===== src/rtl/stream_mux_pkt.sv =====
// stream_mux_pkt: N:1 packet-aware stream multiplexer with a registered output.
// A channel is chosen at packet start and held until its last beat is taken.
// Optional build macro STREAM_MUX_PKT_RR_ARB_EN: when defined, the channel is
// picked by a round-robin search starting after the previous grant and sel is
// ignored; when undefined, sel picks the channel at packet start.
module stream_mux_pkt #(
  parameter int WIDTH = 8,
  parameter int NCH   = 4,
  localparam int SEL_W = (NCH > 2) ? $clog2(NCH) : 1
) (
  input  logic                   clk,
  input  logic                   rst_n,
  input  logic [SEL_W-1:0]       sel,
  input  logic [NCH*WIDTH-1:0]   in_data,
  input  logic [NCH-1:0]         in_valid,
  input  logic [NCH-1:0]         in_last,
  output logic [NCH-1:0]         in_ready,
  output logic [WIDTH-1:0]       out_data,
  output logic                   out_valid,
  output logic                   out_last,
  input  logic                   out_ready,
  output logic [SEL_W-1:0]       gnt,
  output logic                   locked
);

  typedef enum logic {IDLE, LOCK} state_t;

  state_t           state_reg;
  logic [WIDTH-1:0] out_data_reg;
  logic             out_valid_reg;
  logic             out_last_reg;
  logic [SEL_W-1:0] gnt_reg;
  logic             locked_reg;

  logic             load_en;
  logic [SEL_W-1:0] cur;
  logic             cur_ok;
  logic [WIDTH-1:0] cur_data;
  logic             cur_valid;
  logic             cur_last;
  logic             accept;

  logic [WIDTH-1:0] chan_data [NCH];

  // Split the flat data bus into one word per channel.
  generate
    for (genvar gi = 0; gi < NCH; gi++) begin : g_split
      assign chan_data[gi] = in_data[gi*WIDTH +: WIDTH];
    end
  endgenerate

  // The output register can take a beat when empty or draining this cycle.
  assign load_en = !out_valid_reg || out_ready;

`ifdef STREAM_MUX_PKT_RR_ARB_EN
  logic             rr_found;
  logic [SEL_W-1:0] rr_pick;
  int               rr_idx;

  // Round-robin search: first valid channel after the previous grant, wrapping.
  always_comb begin
    rr_found = 1'b0;
    rr_pick  = '0;
    rr_idx   = 0;
    for (int k = 1; k <= NCH; k++) begin
      rr_idx = (int'(gnt_reg) + k) % NCH;
      if (!rr_found && in_valid[rr_idx]) begin
        rr_found = 1'b1;
        rr_pick  = rr_idx[SEL_W-1:0];
      end
    end
  end
`endif

  // Channel in use: the locked grant mid-packet, otherwise the new request.
  always_comb begin
    cur    = '0;
    cur_ok = 1'b0;
    if (state_reg == LOCK) begin
      cur    = gnt_reg;
      cur_ok = 1'b1;
    end else begin
`ifdef STREAM_MUX_PKT_RR_ARB_EN
      cur    = rr_pick;
      cur_ok = rr_found;
`else
      cur    = sel;
      cur_ok = (int'(sel) < NCH);
`endif
    end
  end

  // Pick data, valid and last of the channel in use.
  always_comb begin
    cur_data  = '0;
    cur_valid = 1'b0;
    cur_last  = 1'b0;
    for (int i = 0; i < NCH; i++) begin
      if (SEL_W'(i) == cur) begin
        cur_data  = chan_data[i];
        cur_valid = in_valid[i];
        cur_last  = in_last[i];
      end
    end
  end

  // Only the channel in use sees ready; nothing is ready while in reset.
  generate
    for (genvar gi = 0; gi < NCH; gi++) begin : g_ready
      assign in_ready[gi] = rst_n && load_en && cur_ok && (SEL_W'(gi) == cur);
    end
  endgenerate

  assign accept = rst_n && load_en && cur_ok && cur_valid;

  // Output register and packet lock state machine.
  always_ff @(posedge clk) begin
    if (!rst_n) begin
      state_reg     <= IDLE;
      out_data_reg  <= '0;
      out_valid_reg <= 1'b0;
      out_last_reg  <= 1'b0;
      gnt_reg       <= '0;
      locked_reg    <= 1'b0;
    end else begin
      if (load_en) begin
        out_valid_reg <= accept;
        if (accept) begin
          out_data_reg <= cur_data;
          out_last_reg <= cur_last;
        end
      end
      if (accept) begin
        case (state_reg)
          IDLE: begin
            gnt_reg <= cur;
            if (!cur_last) begin
              state_reg  <= LOCK;
              locked_reg <= 1'b1;
            end
          end
          LOCK: begin
            if (cur_last) begin
              state_reg  <= IDLE;
              locked_reg <= 1'b0;
            end
          end
          default: state_reg <= IDLE;
        endcase
      end
    end
  end

  assign out_data  = out_data_reg;
  assign out_valid = out_valid_reg;
  assign out_last  = out_last_reg;
  assign gnt       = gnt_reg;
  assign locked    = locked_reg;

endmodule


===== config.mk =====
export PLATFORM = sky130hd
export DESIGN_NAME = stream_mux_pkt
export DESIGN_NICKNAME = d
export VERILOG_FILES = /design/src/rtl/stream_mux_pkt.sv
export SDC_FILE = /design/constraint.sdc
export NUM_CORES = 1
export LEC_CHECK = 0
export BUFFER_PORTS_ARGS = -buffer_cell sky130_fd_sc_hd__clkbuf_2
export CAP_MARGIN = 5
export CORE_MARGIN = 4
export CORE_UTILIZATION = 42
export CTS_CLUSTER_DIAMETER = 200
export DETAILED_ROUTE_END_ITERATION = 7
export PLACE_DENSITY = 0.81
export SLEW_MARGIN = 20
export SYNTH_ARGS = -nofsm -noshare
export SYNTH_HDL_FRONTEND = slang
export SYNTH_SLANG_ARGS = --single-unit

===== constraint.sdc =====
create_clock -name clk -period 5.2 [get_ports clk]
set_clock_uncertainty 0.1 [all_clocks]
set_input_delay 0.26 -clock clk [delete_from_list [all_inputs] [get_ports clk]]
set_output_delay 0.26 -clock clk [all_outputs]
set_load 0.005 [all_outputs]

==> run metrics <==
status complete, no violations; crit path max fanout 13; final total power 0.3364 mW; Slew Viols, Final 0; later-pin clock latency in the skew report 0.28 ns; vias per cell roughly 5.1; Post-Syn Instances ~100; drt drc 0; beginning of the worst hold path rst_n; post-CTS setup buffer count 0; Final Hold Fails 0; Final Wtd Congestion 0.7419; # clock sinks 14; Crit path arrival time 1.99 ns; first-pass GRT wire length around 4.4 mm; WHS ~0.17 ns; final setup TNS 0 ns; largest area contributor in the netlist mux2i_1; Leak Pwr 0.7131 nW; die area roughly 0.0032 sq mm; post-detailed-route wirelength per cell 14.06 microns; Tot GR Track Use 17.20%; register area share after synthesis 28.43%; worst min-delay path class in -> reg; # resized after CTS 0; Synth cell types 27; met3 wire length 118 microns; DR pass1 iterations 4; number of flip-flops in the largest register 8; Layout Cells excl Fill 192; initial antenna violation count 0; Post-CTS Hold Buffers 0; crit path from state_reg$_SDFFE_PN0P_; Detailed Place HPWL 2.266 mm; final setup fails 0; # IOs 62; register clock-pin slew on the reported worst setup and hold paths 0.08 ns; DIE HEIGHT 56.45 microns; YS warnings 0; Starting Density 44.15%; placed cell count 188; Met1 Wirelength 1.163 mm; P per Cell Area 251.5 mW/mm^2; DRT iter0 DRCs 26; Hold Crit Depth 2; Worst-Margin Slew 0.6656 ns; Mapped Nets 148; RSZ-0062 raised after global routing false; row cnt 17; GRT overflow 0; share of cells above drive strength 1 between 40% and 50%; number of global-route vias before repair between 900 and 1000; Ant. Diodes 0; Synth top area share about two fifths; Synth area leaders mux2i_1 (39%), dfxtp_1 (28%), nor2_1 (4.9%); max cap viols 0; Vias 981; fin crit share a little under half; Rel. slew slack 55.63%; TritonCTS clock tree done; Root Buffer clkbuf_4; Fillers 209; pre-CTS WS 3.036 ns; input/output buffers 61; syn avg cell area 9.572 sq um; Crit Path Category reg -> out; TritonCTS Buffers 3; min Tclk post-route 2.354 ns; Max VDD drop between 0.00015 and 0.0002 V; synthesized area about 990 sq um; metal2 WL between 1 and 1.5 mm; Final WS setup 2.846 ns; R2R cell count 5; die width 56.45 microns; Max Root-Sink Buffers 2; Layout Nets 210; top sig layer met4; Startpoint Class register; Fmax achieved 0.4248 GHz; WP data required between 4 and 5 ns; Area growth syn-to-layout 35.66%; ANT nets after route 0; Yosys reg bits 14; FF-to-FF Start state_reg$_SDFFE_PN0P_; crit path capture type output pin; total routed wirelength roughly 2.7 mm; number of H-tree levels 1; Placeable Area 0.002233 sq mm; pin count of the biggest net entering global routing 22
[through the flow]
stage	utilization (%)	area, sq um
final	59.89	1338
after floorplan	-	985.9
after CTS	59.89	1338
after global placement	58.26	1301
after detailed placement	58.26	1301
after global routing	59.89	1338
[cell usage after synthesis]
master     number
o32ai_4         1
nand3_1         1
nand2_1         3
and4_1          1
mux2_2          1
nor2_1         13
o21ai_1         3
buf_6           2
nor3b_1         2
nand3b_1        2
nor2b_1         2
a32o_2          1
clkbuf_1        1
and2_1          1
dfxtp_1        14
o21a_1          1
buf_2           2
a32oi_1         1
o32a_1          1
o2bb2ai_1       1
mux2i_1        38
o32ai_1         1
buf_4           1
o221a_1         1
inv_1           3
a21oi_1         3
nand2b_1        2
[critical path, cell delays in order (launching register included)]
cell	delay, ns
dfxtp_1	0.60
mux2i_1	0.46
buf_4	0.26
nor3b_1	0.24
clkbuf_2	0.15
[cell type report]
cell class                      instances  area, sq um  area share, %
Clock buffer                            4        36.28          2.713
Timing Repair Buffer                   63        320.3          23.95
Inverter                                3        11.26         0.8419
Multi-Input combinational cell         80        654.4          48.92
Tap cell                               28        35.03          2.619
Sequential cell                        14        280.3          20.95
[final timing paths]
check | slack [ns] | end
max | 2.85 | in_ready[1]
min | 0.17 | out_last$_SDFFE_PN0P_
max reg2reg | 3.01 | locked$_SDFFE_PN0P_
min reg2reg | 0.40 | out_data[1]$_SDFFE_PN0P_
[report_power, final]
group	leakage, nW	total [mW]	internal [mW]	switching [mW]
Combinational	0.577	0.127	0.0668	0.0607
Sequential	0.115	0.132	0.120	0.0120
Clock	0.0210	0.0767	0.0426	0.0342
Total	0.713	0.336	0.230	0.107
[cells in the final DEF (no fill, tap or decap)]
master,count
nand3_1,1
o2bb2ai_1,1
and2_1,1
clkbuf_8,1
a32oi_1,1
clkbuf_4,3
inv_1,3
mux2i_2,1
nand2b_1,2
nor3b_1,2
mux2i_1,37
clkbuf_2,61
nor2_1,13
o32ai_4,1
dfxtp_1,14
o21a_1,1
nand2_1,3
nand3b_1,2
o32a_1,1
and4_1,1
nor2b_1,2
buf_4,2
o32ai_1,1
o21ai_1,3
o221a_1,1
a32o_2,1
a21oi_1,3
mux2_2,1
[logic make-up after synthesis]
family                 Yosys count  synth area share [%]
AO/OA/AOI/OAI                   14                 12.56
flip-flops                      14                 28.43
multiplexers                    39                 39.72
AND/OR/NAND/NOR                 27                 13.70
buffers and inverters            9                 5.583
[routing by layer]
metal  up-vias  global-route usage, %
met5         -                      0
met4         0                  5.424
met3         4                  2.989
met2        27                  29.87
met1       451                  21.28
li1        499                      -
Note: power is estimated with default switching activity, not from simulation.
